File: src/rtl/pac_pkg.sv
// Shared types and constants for the Pac-Man motion block.
// Direction encoding matches the ghost direction-selection logic.
package pac_pkg;

   typedef enum logic [1:0] {
      DIR_L = 2'b00,
      DIR_R = 2'b01,
      DIR_U = 2'b10,
      DIR_D = 2'b11
   } dir_t;

   typedef enum logic [1:0] {
      StIdle,
      StMoving,
      StBlocked,
      StFrozen
   } pac_state_t;

   localparam logic [7:0] KEY_A = 8'h04;
   localparam logic [7:0] KEY_D = 8'h07;
   localparam logic [7:0] KEY_W = 8'h1A;
   localparam logic [7:0] KEY_S = 8'h16;

   localparam int unsigned PAC_SIZE = 8;

   typedef struct packed {
      logic valid;
      dir_t dir;
   } key_req_t;

   // Map a USB keycode onto a direction request; unknown codes are no request.
   function automatic key_req_t decode_key(input logic [7:0] key);
      key_req_t req;
      req.valid = 1'b1;
      req.dir   = DIR_L;
      case (key)
         KEY_A:   req.dir = DIR_L;
         KEY_D:   req.dir = DIR_R;
         KEY_W:   req.dir = DIR_U;
         KEY_S:   req.dir = DIR_D;
         default: req.valid = 1'b0;
      endcase
      return req;
   endfunction

endpackage

File: src/rtl/pac_turn_buffer.sv
// Buffered-turn request: decodes the keycode, remembers the last request and
// drops it after TURN_HOLD frames without a key. The outputs present the newest
// request, so a key pressed this frame can be acted on at this edge.
module pac_turn_buffer
   import pac_pkg::*;
#(
   parameter int unsigned TURN_HOLD = 8
) (
   input  logic       frame_clk,
   input  logic       Reset_n,
   input  logic [7:0] keycode,
   input  logic       clear,
   output logic       pend_valid,
   output dir_t       pend_dir
);

   localparam int unsigned HoldW = $clog2(TURN_HOLD + 1);
   localparam logic [HoldW-1:0] HoldInit = HoldW'(TURN_HOLD);
   localparam logic [HoldW-1:0] HoldOne  = HoldW'(1);

   key_req_t         req;
   logic             valid_q, valid_d;
   dir_t             dir_q, dir_d;
   logic [HoldW-1:0] hold_q, hold_d;

   assign req        = decode_key(keycode);
   assign pend_valid = req.valid | valid_q;
   assign pend_dir   = req.valid ? req.dir : dir_q;

   // Next pending state: clear beats a new key, a key reloads the hold time.
   always_comb begin
      valid_d = valid_q;
      dir_d   = dir_q;
      hold_d  = hold_q;
      if (clear) begin
         valid_d = 1'b0;
         hold_d  = '0;
      end else if (req.valid) begin
         valid_d = 1'b1;
         dir_d   = req.dir;
         hold_d  = HoldInit;
      end else if (hold_q != '0) begin
         hold_d = hold_q - HoldOne;
         if (hold_q == HoldOne) begin
            valid_d = 1'b0;
         end
      end
   end

   // Pending request registers.
   always_ff @(posedge frame_clk or negedge Reset_n) begin
      if (!Reset_n) begin
         valid_q <= 1'b0;
         dir_q   <= DIR_L;
         hold_q  <= '0;
      end else begin
         valid_q <= valid_d;
         dir_q   <= dir_d;
         hold_q  <= hold_d;
      end
   end

endmodule

File: src/rtl/pac_motion.sv
// Pac-Man position/motion producer: keycodes plus per-frame wall flags become a
// registered position, signed per-frame step and facing direction.
// Optional build macro PAC_TUNNEL_WRAP_EN: X wraps between X_MIN and X_MAX
// instead of clamping and blocking at the bounds.
module pac_motion
   import pac_pkg::*;
#(
   parameter int unsigned START_X   = 320,
   parameter int unsigned START_Y   = 364,
   parameter int unsigned STEP      = 2,
   parameter int unsigned TURN_HOLD = 8,
   parameter int unsigned X_MIN     = 8,
   parameter int unsigned X_MAX     = 631
) (
   input  logic       frame_clk,
   input  logic       Reset_n,
   input  logic [7:0] keycode,
   input  logic       stop,
   input  logic       wall_l,
   input  logic       wall_r,
   input  logic       wall_u,
   input  logic       wall_d,
   output logic [9:0] pacX,
   output logic [9:0] pacY,
   output logic [9:0] pac_X_Motion,
   output logic [9:0] pac_Y_Motion,
   output logic [9:0] pacS,
   output dir_t       pac_dir,
   output logic       moving
);

   localparam logic [9:0] StepPos  = 10'(STEP);
   localparam logic [9:0] StepNeg  = ~StepPos + 10'd1;
   localparam logic [9:0] XMin     = 10'(X_MIN);
   localparam logic [9:0] XMax     = 10'(X_MAX);
   localparam logic [9:0] XLoLimit = XMin + StepPos;
   localparam logic [9:0] XHiLimit = XMax - StepPos;

   pac_state_t state_q, state_d;
   dir_t       dir_q, dir_d;
   logic [9:0] x_q, x_d, y_q, y_d;
   logic [9:0] xm_q, xm_d, ym_q, ym_d;
   logic [3:0] wall_vec;
   logic       pend_valid;
   dir_t       pend_dir;
   logic       clear;
   logic       move;

   // Indexed by dir_t.
   assign wall_vec = {wall_d, wall_u, wall_r, wall_l};

   pac_turn_buffer #(
      .TURN_HOLD (TURN_HOLD)
   ) u_turn_buffer (
      .frame_clk  (frame_clk),
      .Reset_n    (Reset_n),
      .keycode    (keycode),
      .clear      (clear),
      .pend_valid (pend_valid),
      .pend_dir   (pend_dir)
   );

   // Prioritised state/direction selection, then the step and X bound handling.
   always_comb begin
      state_d = state_q;
      dir_d   = dir_q;
      xm_d    = '0;
      ym_d    = '0;
      clear   = 1'b0;
      move    = 1'b0;

      if (stop) begin
         state_d = StFrozen;
         clear   = 1'b1;
      end else if (state_q == StFrozen) begin
         state_d = StIdle;
      end else if (pend_valid && !wall_vec[pend_dir]) begin
         dir_d   = pend_dir;
         clear   = 1'b1;
         state_d = StMoving;
         move    = 1'b1;
      end else if ((state_q == StMoving || state_q == StBlocked) && !wall_vec[dir_q]) begin
         state_d = StMoving;
         move    = 1'b1;
      end else if (state_q != StIdle) begin
         state_d = StBlocked;
      end

      if (move) begin
         unique case (dir_d)
            DIR_L: xm_d = StepNeg;
            DIR_R: xm_d = StepPos;
            DIR_U: ym_d = StepNeg;
            DIR_D: ym_d = StepPos;
         endcase
      end

      x_d = x_q + xm_d;
      y_d = y_q + ym_d;

      if (move && dir_d == DIR_L && x_q < XLoLimit) begin
`ifdef PAC_TUNNEL_WRAP_EN
         x_d = XMax;
`else
         x_d     = XMin;
         xm_d    = '0;
         state_d = StBlocked;
`endif
      end else if (move && dir_d == DIR_R && x_q > XHiLimit) begin
`ifdef PAC_TUNNEL_WRAP_EN
         x_d = XMin;
`else
         x_d     = XMax;
         xm_d    = '0;
         state_d = StBlocked;
`endif
      end
   end

   // Frame-rate state, position and motion registers.
   always_ff @(posedge frame_clk or negedge Reset_n) begin
      if (!Reset_n) begin
         state_q <= StIdle;
         dir_q   <= DIR_L;
         x_q     <= 10'(START_X);
         y_q     <= 10'(START_Y);
         xm_q    <= '0;
         ym_q    <= '0;
      end else begin
         state_q <= state_d;
         dir_q   <= dir_d;
         x_q     <= x_d;
         y_q     <= y_d;
         xm_q    <= xm_d;
         ym_q    <= ym_d;
      end
   end

   assign pacX         = x_q;
   assign pacY         = y_q;
   assign pac_X_Motion = xm_q;
   assign pac_Y_Motion = ym_q;
   assign pacS         = 10'(PAC_SIZE);
   assign pac_dir      = dir_q;
   assign moving       = (state_q == StMoving);

endmodule

File: config.mk
export PLATFORM = sky130hd
export DESIGN_NAME = pac_motion
export DESIGN_NICKNAME = d
export VERILOG_FILES = /design/src/rtl/pac_pkg.sv /design/src/rtl/pac_turn_buffer.sv /design/src/rtl/pac_motion.sv
export SDC_FILE = /design/constraint.sdc
export NUM_CORES = 1
export LEC_CHECK = 0
export BUFFER_PORTS_ARGS = -buffer_cell sky130_fd_sc_hd__buf_4
export CAP_MARGIN = 40
export CORE_ASPECT_RATIO = 0.5
export CORE_MARGIN = 10
export CORE_UTILIZATION = 35
export CTS_CLUSTER_DIAMETER = 30
export DETAILED_ROUTE_END_ITERATION = 6
export GPL_ROUTABILITY_DRIVEN = 0
export SLEW_MARGIN = 10
export SYNTH_ARGS = -nofsm -noshare
export SYNTH_HDL_FRONTEND = slang
export SYNTH_SLANG_ARGS = --single-unit
File: constraint.sdc
create_clock -name frame_clk -period 4 [get_ports frame_clk]
set_input_delay 0.4 -clock frame_clk [delete_from_list [all_inputs] [get_ports frame_clk]]
set_output_delay 0.4 -clock frame_clk [all_outputs]
set_load 0.02 [all_outputs]
==> results.txt <==
worst path cell trace - mux4_2 -> nand2b_4 -> or3_4 -> a31oi_4 -> o211ai_2 -> nand2_2 -> ha_1 -> a21oi_1 -> o21bai_1 -> a22o_1 -> o41ai_1 -> xnor2_1 -> o21ai_1 -> o311ai_2
Design Power - 0.00170 W
vias post-DR - 2,032
largest cells by area after synthesis - dfrtp_1 26%, ha_1 10%, buf_4 8.6%, dfstp_2 7.0%, xnor2_1 4.7%
crit end category - flop
Final Hold Vio Count - 0
Die W - 143 um
worst-path fanout max - 8
clk root buf - clkbuf_16
Synth Warn # - 0
nets - 356
Layout Cells excl Fill - 415
RSZ-0062 raised after global routing - false
synthesized cell area - 0.00263 mm^2
Arr. time, crit path - 3920 ps
placed cell areas - 0.00300 mm^2
critical path class - reg2reg
number of DRC markers in iteration 0 - 88
Req. time, crit path - 4150 ps
post-CTS sizing - 0
Port Buffers - 54
Cell Count Post-Placement - 407
CTS tree - built
clock latency on the worst-skew pair - 280 ps
Slowest Stage Delay on Critical Path - 510 ps
syn avg cell area - 9.66 um^2
largest net degree at the start of global routing - 35
relative slew slack - 64.9%
area grow syn2layout - 19.9%
Mapped Cells - 272
number of synthesized flops with an enable pin - 0
number of max-cap violations - 0
delay-heaviest family, CP - compound AO/OA/AOI/OAI gates
die area - 0.0116 mm^2
FF-to-FF End - pacX[9]
setup slack, reg-to-reg - 230 ps
cell count along the critical path - 14
Synth Register Bits - 34
ys async rst share - 100%
Row Count - 22
vias in the first global route - 2,096
top cell type's share of synthesized area - 25.7%
global-route usage over all layers - 10.7%
global-route wire length before repair - 10,100 um
WL final - 6200 um
pwr dens - 540 mW/mm^2
crit path buf inv count - 0
Clk pin slew, worst setup/hold paths - 60 ps
Core Region - 0.00732 mm^2
final setup TNS - 0 ps
# setup viols final - 0
initial antenna violation count - 0
io pins - 68
Max Transition Viols Final - 0
startpoint types - flop
global route overflow - 0
Most used DFF post-synth - dfrtp_1
Tmin final - 3770 ps
status - finished clean
DR vias/cell - 4.90
post-synthesis sequential area ratio - 32.7%
routed wire length per instance - 14.9 um
Hold/Removal Path Class - in2async
VDD IR max - 231 uV
Worst Skew - 4.31 ps
CP max stage cell - mux4_2
r2r startpoint - pac_dir[1]
final instance area - 0.00315 mm^2
Final HPWL DP - 4970 um
postcts setup bufs - 0
Clock Sinks - 34
Synth cell types - 66
LEAKAGE - 1.53 nW
first-pass iteration count of the detailed router - 5
DRC viols - 0
CTS max path bufs - 2
# H-tree levels - 2
ratio of cells with drive above 1 in the final layout - 30.1%
cts hold-fix bufs - 0
commonest cells in the synthesized netlist - 30 x buf_4, 27 x dfrtp_1, 22 x a21oi_1
ant diodes - 0
antenna-violating nets left - 0
Initial Util - 35.9%
fillers - 720
Num CTS Buffers - 5
Final Cycle Share - 94.3%
slew at the pin closest to its max-slew limit - 522 ps
max frequency - 265 MHz
Reg2Reg Depth - 14
die height - 81.3 um
Synth area leader - dfrtp_1
most frequent cell after synthesis - buf_4
placed cells by master (no fill, tap or decap), types with 3 or more instances in the layout:
master	netlist	final
nor2_1	16	16
o21ai_1	4	4
o211ai_2	3	3
a21oi_1	22	22
a21o_1	5	5
dfrtp_1	27	27
a31oi_1	3	3
xnor2_1	14	14
conb_1	2	13
o21ai_0	6	6
nand2_1	15	15
o21bai_1	5	5
ha_1	21	21
nor3_1	8	8
clkbuf_16	0	5
and3_1	3	3
inv_1	21	21
dfstp_2	7	7
nor2b_1	4	4
buf_4	30	58
xor2_1	4	4
and2_1	3	3
registers in the layout, indices dropped and copies added, names as in the netlist:
register	cells
state_q	2
u_turn_buffer.hold_q	4
u_turn_buffer.valid_q	1
pac_Y_Motion	2
pac_dir	2
pacX	10
pacY	9
u_turn_buffer.dir_q	2
pac_X_Motion	2
final cells by class:
| cell class | count | area, um^2 | area share [%] |
|---|---|---|---|
| clock buffers | 6 | 139 | 4.41 |
| clock inverters | 2 | 12.5 | 0.397 |
| inverters | 22 | 82.6 | 2.62 |
| multi-input cells | 197 | 1500 | 47.7 |
| flip-flops and latches | 34 | 860 | 27.3 |
| well taps | 96 | 120 | 3.81 |
| repair buffers | 58 | 435 | 13.8 |
per-stage QoR:
stage	hold slack [ps]	setup slack [ps]	utilization [%]
detailed placement	386	102	41.0
CTS	79.0	244	43.0
floorplan	104	401	-
global route	97.6	16.1	43.0
finish	65.6	228	43.0
global placement	380	122	41.0
how the worst max path moves through the flow:
stage | start | endpoint | slack [ps]
3_5_place_dp | keycode[5] | pacY[9] | 100
6_report | pac_dir[1] | pacX[9] | 230
3_3_place_gp | keycode[5] | pacY[9] | 120
4_1_cts | pac_dir[1] | pacX[9] | 240
5_1_grt | pac_dir[1] | pacX[9] | 20
2_1_floorplan | keycode[1] | pacY[9] | 400
cells by family after synthesis:
kind of cell | after synthesis | share of synthesized area, %
AOI/OAI and AO/OA | 74 | 22.3
xor gates and xnor gates | 18 | 6.00
adders and majority gates | 23 | 11.5
buffers and inverters | 52 | 11.7
DFF | 34 | 32.7
muxes | 3 | 1.67
other | 2 | 0.286
and+or+nand+nor | 66 | 13.8
layer usage:
metal,track usage (%),vias to the layer above,share of wire [%]
li1,-,1010,-
met1,13.2,976,47
met2,17.6,41,46
met3,3.14,5,5.7
met4,3.99,0,1.2
met5,0,-,0
power breakdown:
group	switching, W	internal, W
Clock	0.000145	0.000246
Combinational	0.000413	0.000320
Sequential	0.0000997	0.000476
Note: power is estimated with default switching activity, not from simulation.
